===== src/rtl/regfile_wb_queue_pkg.sv =====
// Shared types and default sizing for the register-file write-back queue.
// Holds the queue entry layout and the default DEPTH/AW/DW constants.
package regfile_wb_queue_pkg;

   localparam int WBQ_DEPTH = 4;
   localparam int WBQ_AW    = 4;
   localparam int WBQ_DW    = 16;

   typedef struct packed {
      logic [WBQ_AW-1:0] rd;
      logic [WBQ_DW-1:0] data;
   } wb_entry_t;

endpackage


===== src/rtl/regfile_wb_queue_fwd_match.sv =====
// wbq_fwd_match: searches the queued entries for one read address.
// Ports: flattened rd/data arrays, head, count, addr in; hit, data out.
module wbq_fwd_match #(
   parameter int DEPTH = 4,
   parameter int AW    = 4,
   parameter int DW    = 16,
   localparam int PW   = $clog2(DEPTH),
   localparam int CW   = PW + 1
) (
   input  logic [DEPTH*AW-1:0] rds,
   input  logic [DEPTH*DW-1:0] dats,
   input  logic [PW-1:0]       head,
   input  logic [CW-1:0]       count,
   input  logic [AW-1:0]       addr,
   output logic                hit,
   output logic [DW-1:0]       data
);

   logic [PW-1:0] idx;

   // Walk oldest to youngest; the last match seen is the youngest.
   always_comb begin
      hit  = 1'b0;
      data = '0;
      idx  = '0;
      for (int i = 0; i < DEPTH; i++) begin
         idx = head + PW'(i);
         if (CW'(i) < count && rds[idx*AW +: AW] == addr) begin
            hit  = 1'b1;
            data = dats[idx*DW +: DW];
         end
      end
   end

endmodule


===== src/rtl/regfile_wb_queue.sv =====
// Write-back queue merging ALU and load results into one regfile write port.
// Ports: clk, rst (async low), alu_*/mem_* handshakes, wb_hold, flush,
// Rd/RW/wr write port, Rs/Rt -> fwd1_*/fwd2_*, empty/count.
// Optional forwarding search enabled by defining WBQ_FWD_EN.
module regfile_wb_queue
   import regfile_wb_queue_pkg::*;
#(
   parameter int DEPTH = WBQ_DEPTH,
   parameter int AW    = WBQ_AW,
   parameter int DW    = WBQ_DW,
   localparam int PW   = $clog2(DEPTH),
   localparam int CW   = PW + 1
) (
   input  logic          clk,
   input  logic          rst,
   input  logic          alu_valid,
   output logic          alu_ready,
   input  logic [AW-1:0] alu_rd,
   input  logic [DW-1:0] alu_data,
   input  logic          mem_valid,
   output logic          mem_ready,
   input  logic [AW-1:0] mem_rd,
   input  logic [DW-1:0] mem_data,
   input  logic          wb_hold,
   input  logic          flush,
   output logic [AW-1:0] Rd,
   output logic [DW-1:0] RW,
   output logic          wr,
   input  logic [AW-1:0] Rs,
   input  logic [AW-1:0] Rt,
   output logic          fwd1_hit,
   output logic [DW-1:0] fwd1_data,
   output logic          fwd2_hit,
   output logic [DW-1:0] fwd2_data,
   output logic          empty,
   output logic [CW-1:0] count
);

   logic [AW-1:0] rd_q  [DEPTH];
   logic [DW-1:0] dat_q [DEPTH];
   logic [PW-1:0] head_q, tail_q, mem_idx;
   logic [CW-1:0] count_q, free;
   logic          alu_fire, mem_fire;
   logic [1:0]    n_in;

   assign free      = CW'(DEPTH) - count_q;
   assign empty     = (count_q == '0);
   assign count     = count_q;
   // Readies look only at registered occupancy, never a same-cycle pop.
   assign alu_ready = !flush && (free >= CW'(1));
   assign mem_ready = !flush &&
                      ((free >= CW'(2)) ||
                       (free == CW'(1) && !alu_valid));
   assign alu_fire  = alu_valid && alu_ready;
   assign mem_fire  = mem_valid && mem_ready;
   assign n_in      = {1'b0, alu_fire} + {1'b0, mem_fire};
   // ALU entry is older, so MEM lands one slot behind it.
   assign mem_idx   = tail_q + PW'(alu_fire);

   assign wr = !empty && !wb_hold && !flush;
   // Storage is not reset; gating keeps the port quiet when empty.
   assign Rd = empty ? '0 : rd_q[head_q];
   assign RW = empty ? '0 : dat_q[head_q];

   always_ff @(posedge clk or negedge rst) begin
      if (!rst) begin
         head_q  <= '0;
         tail_q  <= '0;
         count_q <= '0;
      end else if (flush) begin
         head_q  <= '0;
         tail_q  <= '0;
         count_q <= '0;
      end else begin
         head_q  <= head_q + PW'(wr);
         tail_q  <= tail_q + PW'(n_in);
         count_q <= count_q + CW'(n_in) - CW'(wr);
      end
   end

   always_ff @(posedge clk) begin
      if (alu_fire) begin
         rd_q[tail_q]  <= alu_rd;
         dat_q[tail_q] <= alu_data;
      end
      if (mem_fire) begin
         rd_q[mem_idx]  <= mem_rd;
         dat_q[mem_idx] <= mem_data;
      end
   end

`ifdef WBQ_FWD_EN
   logic [DEPTH*AW-1:0] rds;
   logic [DEPTH*DW-1:0] dats;

   for (genvar g = 0; g < DEPTH; g++) begin : g_flat
      assign rds[g*AW +: AW]  = rd_q[g];
      assign dats[g*DW +: DW] = dat_q[g];
   end

   wbq_fwd_match #(.DEPTH(DEPTH), .AW(AW), .DW(DW)) u_fwd1 (
      .rds   (rds),
      .dats  (dats),
      .head  (head_q),
      .count (count_q),
      .addr  (Rs),
      .hit   (fwd1_hit),
      .data  (fwd1_data)
   );

   wbq_fwd_match #(.DEPTH(DEPTH), .AW(AW), .DW(DW)) u_fwd2 (
      .rds   (rds),
      .dats  (dats),
      .head  (head_q),
      .count (count_q),
      .addr  (Rt),
      .hit   (fwd2_hit),
      .data  (fwd2_data)
   );
`else
   logic fwd_unused;
   assign fwd_unused = ^{Rs, Rt};
   assign fwd1_hit   = 1'b0;
   assign fwd1_data  = '0;
   assign fwd2_hit   = 1'b0;
   assign fwd2_data  = '0;
`endif

endmodule


===== config.mk =====
export PLATFORM = sky130hd
export DESIGN_NAME = regfile_wb_queue
export DESIGN_NICKNAME = d
export VERILOG_FILES = /design/src/rtl/regfile_wb_queue_pkg.sv /design/src/rtl/regfile_wb_queue_fwd_match.sv /design/src/rtl/regfile_wb_queue.sv
export SDC_FILE = /design/constraint.sdc
export NUM_CORES = 1
export LEC_CHECK = 0
export BUFFER_PORTS_ARGS = -buffer_cell sky130_fd_sc_hd__buf_4
export CAP_MARGIN = 20
export CORE_ASPECT_RATIO = 0.7
export CORE_MARGIN = 2
export CORE_UTILIZATION = 59
export CTS_CLUSTER_DIAMETER = 40
export DETAILED_ROUTE_END_ITERATION = 10
export MAX_ROUTING_LAYER = met4
export PLACE_DENSITY_LB_ADDON = 0.05
export SETUP_SLACK_MARGIN = 0.2
export SLEW_MARGIN = 20
export SYNTH_ARGS = -nofsm -noshare
export SYNTH_HDL_FRONTEND = slang
export SYNTH_HIERARCHICAL = 1
export SYNTH_SLANG_ARGS = --single-unit

===== constraint.sdc =====
create_clock -name clk -period 6 [get_ports clk]
set_input_delay 0.6 -clock clk [delete_from_list [all_inputs] [get_ports clk]]
set_output_delay 0.6 -clock clk [all_outputs]
set_load 0.01 [all_outputs]

# Yosys cells after proc, flatten, opt, wreduce, memory -nomap -nowiden
# Memories as Yosys holds them, arrays and structs flattened.
# Cells that the tools add are included.
[word_totals]
register_bits = 7
out_inout_bits = 61
in_bits = 54
memories = 2
ramBits = 80
word_cells = 37
[mem_list]
columns = ["memory", "depth", "word_bits", "rd", "rd_clocked_by_memory_dff", "wr", "line", "text"]
rows = [
  ["dat_q", 4, 16, 1, 0, 2, "regfile_wb_queue.sv:40", "logic [DW-1:0] dat_q [DEPTH];"],
  ["rd_q", 4, 4, 1, 0, 2, "regfile_wb_queue.sv:39", "logic [AW-1:0] rd_q [DEPTH];"],
]
[classes]
n_addsub = 7
order_cmp = 2
eq_ne = 1
mux = 9
reduce_logical = 13
[op_table]
columns = ["operator", "count"]
rows = [
  ["$mux W16", 1],
  ["$logic_and A1 B1 Y1", 7],
  ["$add A2 B1 Y2", 2],
  ["$logic_not A1 Y1", 4],
  ["$mux W1", 4],
  ["$mux W2", 2],
  ["$mux W4", 1],
  ["$add A3 B2 Y3", 1],
  ["$eq A3 B1 Y1 const B", 1],
  ["$ge A3 B1 Y1 const B", 1],
  ["$ge A3 B2 Y1 const B", 1],
  ["$logic_not A3 Y1", 1],
  ["$mux W3", 1],
  ["$sub A3 B1 Y3", 1],
  ["$sub A3 B3 Y3 const A", 1],
  ["$add A1 B1 Y2", 1],
  ["$add A2 B2 Y2", 1],
  ["$logic_or A1 B1 Y1", 1],
]

# Longest topological paths before layout
[depth]
word_depth = 10
ltp_mapped = 16
depth_no_buf = 15

# Least setup slack after synthesis
# OpenSTA, ideal clock, no wires.
[synth_path]
path_kind = "register to register"
start = "register count_q[0] (netlist: count[0])"
end = "memory dat_q[0][0] (enable)"
arrival_time_ps = 3723
path_buffers = 0
setup_time_ps = 406
required_time_ps = 5594
synth_period_minus_slack_ps = 4130
path_stages_with_launch = 11
path_slack_ps = 1870
path_cell_list = "dfrtp_1 inv_1 ha_1 ha_1 or4b_1 nor2b_1 and2_1 ha_1 nor3b_2 o311ai_0 a22oi_1"
[synth_lines]
columns = ["item", "line", "text"]
rows = [
  ["start: declaration", "regfile_wb_queue.sv:42", "logic [CW-1:0] count_q, free;"],
  ["start signal: assignment", "regfile_wb_queue.sv:77", "count_q <= count_q + CW'(n_in) - CW'(wr);"],
  ["end: declaration", "regfile_wb_queue.sv:40", ""],
]

==> impl_table.tex <==
\begin{tabular}{lr}
\hline
Metric & Value \\
\hline
\multicolumn{2}{l}{\textbf{Detailed routing}} \\
Average detailed-routed wire length per instance & 18.9 um \\
Drt initial violations & 101 \\
Final ANT Viol Nets & 0 \\
Total wire length after detailed routing & 9610 um \\
Via density per instance & 5.57 \\
Count of TritonRoute iterations in the first routing pass & 4 \\
Residual DRC & 0 \\
Via count of the routed design & 2832 \\
\multicolumn{2}{l}{\textbf{Clock tree}} \\
CTS Buf Count & 9 \\
CTS tree & yes \\
Clock slew at the register clock pins of the worst setup and hold paths & 0.06 ns \\
CTS Sinks & 87 \\
Count of H-tree levels built during CTS & 3 \\
Buffers from clock root to sink, at most & 2 \\
Buffers inserted by post-CTS timing repair & 0 \\
Latest clock arrival within the worst-skew pair & 0.34 ns \\
Hold bufs inserted after CTS & 0 \\
Clock Tree Root & clkbuf\_16 \\
Number of gates resized after CTS & 0 \\
\multicolumn{2}{l}{\textbf{Synthesis}} \\
Number of flops mapped to enable cells by yosys & 80 \\
Async S/R FF share, synth & 8.05\% \\
Avg Cell Area, Syn & 15.5 um\^{}2 \\
Adder and majority cell fraction of the synthesized area & 3.15\% \\
Synth Area in Simple Gates & 5.10\% \\
Leading register cell type out of synthesis & edfxtp\_1 \\
Count of unique library cells instantiated by Yosys & 32 \\
Sequential element share of the synthesized area & 51.5\% \\
Flip-flop and latch count after synthesis & 87 \\
Yosys warning count & 6 \\
Proportion of synthesized area in mux cells & 27.2\% \\
Synth area leader & edfxtp\_1 \\
Combinational family with the most area after synthesis & multiplexers \\
Area share of the leading cell type in the synthesized netlist & 48.0\% \\
Share of the synthesized area in compound gates (AO/OA/AOI/OAI) & 3.00\% \\
Area of the mapped netlist & 5000 um\^{}2 \\
Number of instances in the synthesized netlist & 323 \\
Post-Synth XOR/XNOR Area & 1.38\% \\
Most area-consuming cells after synthesis & edfxtp\_1 (48\%), mux2\_2 (16\%), mux4\_2 (9.0\%) \\
\multicolumn{2}{l}{\textbf{Floorplan}} \\
Effective utilization at floorplan & 60.0\% \\
Die Wd & 114 um \\
Number of placement rows & 28 \\
Die Outline Area & 9240 um\^{}2 \\
Die height & 81.0 um \\
Core area & 8340 um\^{}2 \\
I/O Pins & 115 \\
\multicolumn{2}{l}{\textbf{Run status}} \\
Outcome & complete, no violations \\
\multicolumn{2}{l}{\textbf{Critical path}} \\
CP Launch Type & flop \\
CP peak stage delay & 0.53 ns \\
R2r worst-path depth & 11 \\
Flop2flop setup slack & 1.92 ns \\
Worst Path Buf+Inv & 2 \\
Kind of cell adding the most delay to the critical path & simple AND/OR/NAND/NOR gates \\
Endpoint arrival time on the critical path & 4.10 ns \\
Required time at the worst-slack endpoint & 6.02 ns \\
Category of the worst setup path capture point & flop \\
Cell type of the slowest stage on the worst timing path & or4b\_1 \\
Cells traversed along the worst timing path & inv\_1 > ha\_1 > ha\_1 > or4b\_1 > nor2b\_1 > and2\_1 > ha\_1 > nor3b\_2 > o311ai\_0 > a22oi\_2 > buf\_4 \\
Crit Path Max Fanout & 17 \\
Startpoint of the worst-slack reg-to-reg timing path & count[0] \\
CP most frequent cell & ha\_1 \\
WS Path Type & flop to flop \\
RR Endpoint & dat\_q[2][0] \\
\multicolumn{2}{l}{\textbf{Global route}} \\
Vias in the first global route & 2783 \\
First-pass GRT wire length & 14900 um \\
Pin count of the biggest net entering global routing & 23 \\
Overall overflow remaining after global route & 0 \\
Number of antenna violations at the first check in global routing & 0 \\
Gr usage total & 22.7\% \\
\multicolumn{2}{l}{\textbf{Placement}} \\
Placed inst area & 5540 um\^{}2 \\
Total of buffers placed on input and output ports & 72 \\
Final weighted congestion in routability-driven placement & 0.780 \\
Dpl hpwl & 6570 um \\
\multicolumn{2}{l}{\textbf{STA}} \\
Final number of hold-violating endpoints & 0 \\
Fmax & 245 MHz \\
Count of final setup violators & 0 \\
Skew final & 0.00497 ns \\
Final period util & 68.0\% \\
RSZ-0062 raised after global routing & no \\
Final count of pins violating max slew & 0 \\
Final setup TNS & 0 ns \\
Minimum clock period after layout & 4.08 ns \\
Least-Margin Pin Slew & 0.963 ns \\
Normalized max-slew margin & 35.8\% \\
\multicolumn{2}{l}{\textbf{Layout}} \\
Most common cell after layout, fill and taps aside & buf\_4 \\
Filler cell count & 568 \\
Final instance area & 5860 um\^{}2 \\
Signed area change from the synthesized netlist to the final layout & 17.1\% \\
Final net count & 464 \\
Antenna fix cells & 0 \\
Layout cells sized above 1 & 49.9\% \\
Commonest non-fill, non-tap cells in the layout & buf\_4 (82), edfxtp\_1 (80), mux2\_2 (70) \\
\multicolumn{2}{l}{\textbf{Run}} \\
Max-cap violations & 0 \\
\multicolumn{2}{l}{\textbf{Power}} \\
Int Power & 1.73 mW \\
Fraction of power spent switching nets & 31.1\% \\
Combinational power share & 37.2\% \\
Share of total power in the clock network & 23.8\% \\
Maximum vdd drop & 0.313 mV \\
Power density relative to cell area & 429 nW/um\^{}2 \\
Static leakage power & 2.23 nW \\
Net switching power of the design & 0.782 mW \\
Sequential share of power & 39.1\% \\
Sum of internal, switching and leakage power & 2.51 mW \\
\multicolumn{2}{l}{\textbf{Hold path}} \\
Worst Hold Class & input port to asynchronous set/reset pin \\
\hline
\end{tabular}
-- through the flow --
stage | hold WS, ns | util [%] | cells | setup slack (ns)
detailed placement | 0.420 | 66.4 | 492 | 1.97
global placement | 0.421 | 66.4 | 492 | 2.05
finish | 0.0608 | 70.3 | 508 | 1.92
floorplan | 0.304 | - | 356 | 1.87
CTS | 0.0516 | 70.3 | 508 | 1.89
global route | 0.0525 | 70.3 | 508 | 1.71
-- cell type report --
type	instances	area (um^2)	area share, %
flip-flops and latches	87	2580	44.0
well taps	105	131	2.24
repair buffers	82	616	10.5
clock inverters	7	96.3	1.64
inverters	9	33.8	0.577
multi-input cells	209	2180	37.2
clock buffers	9	225	3.84
-- power by group through the flow --
| stage | Sequential, mW | Clock (mW) | Combinational [mW] |
|---|---|---|---|
| finish | 0.982 | 0.597 | 0.933 |
| global route | 1.00 | 0.628 | 1.01 |
| CTS | 0.985 | 0.606 | 0.947 |
| detailed placement | 0.997 | 0 | 0.942 |
| global placement | 0.986 | 0 | 0.932 |
| floorplan | 0.969 | 0 | 0.630 |
-- cells in the mapped netlist (2+ instances only) --
| cell | count |
|---|---|
| and3b_1 | 2 |
| o311ai_2 | 4 |
| inv_1 | 9 |
| mux2_1 | 8 |
| a21oi_1 | 4 |
| buf_2 | 2 |
| mux4_2 | 20 |
| buf_6 | 10 |
| o311ai_0 | 4 |
| a22oi_1 | 4 |
| nor2b_1 | 24 |
| buf_4 | 34 |
| xnor2_1 | 5 |
| dfrtp_1 | 7 |
| mux2_2 | 70 |
| nor3_1 | 2 |
| nor2_1 | 5 |
| nor3b_1 | 2 |
| clkbuf_1 | 4 |
| ha_1 | 11 |
| mux2_4 | 2 |
| edfxtp_1 | 80 |
-- sequential cells by signal, summed over array words and instances, names as in the netlist --
| signal | flops |
|---|---|
| dat_q | 64 |
| rd_q | 16 |
| tail_q | 2 |
| count | 3 |
| head_q | 2 |
-- worst register-to-register path: cells and delay by family, from the launching register on --
family | cells | cell delay (ns)
DFF | 1 | 0.43
and+or+nand+nor | 4 | 1.34
adders and majority gates | 3 | 0.80
buffers and inverters | 2 | 0.45
AOI/OAI and AO/OA | 2 | 0.74
-- metal layers --
metal / global-route usage (%) / up-vias / share of wire, % / wire [um]
met3: 6.64 / 11 / 5.4 / 523
met2: 36.0 / 103 / 47 / 4560
met1: 29.5 / 1403 / 46 / 4400
li1: - / 1315 / - / -
met4: 5.49 / 0 / 1.4 / 131
met5: - / - / 0 / 0
-- how the worst max path moves through the flow --
stage / start / endpoint / slack, ns / cells after the start
floorplan: count[0] / dat_q[0][0] / 1.87 / 10
global placement: count[0] / dat_q[2][2] / 2.05 / 11
detailed placement: count[0] / dat_q[1][14] / 1.97 / 11
CTS: count[0] / dat_q[2][0] / 1.89 / 11
global route: count[0] / dat_q[2][0] / 1.71 / 11
finish: count[0] / dat_q[2][0] / 1.92 / 11
-- logic make-up (layout without fill, tap and decap cells) --
kind of cell	Yosys count	in the layout
AND/OR/NAND/NOR	40	40
multiplexers	100	100
XOR/XNOR	7	7
adder cells (fa/ha/maj)	12	12
flip-flops	87	87
other	1	34
buffers and inverters	60	107
AO/OA/AOI/OAI	16	16
No activity file was read; power rests on OpenSTA's default activity.
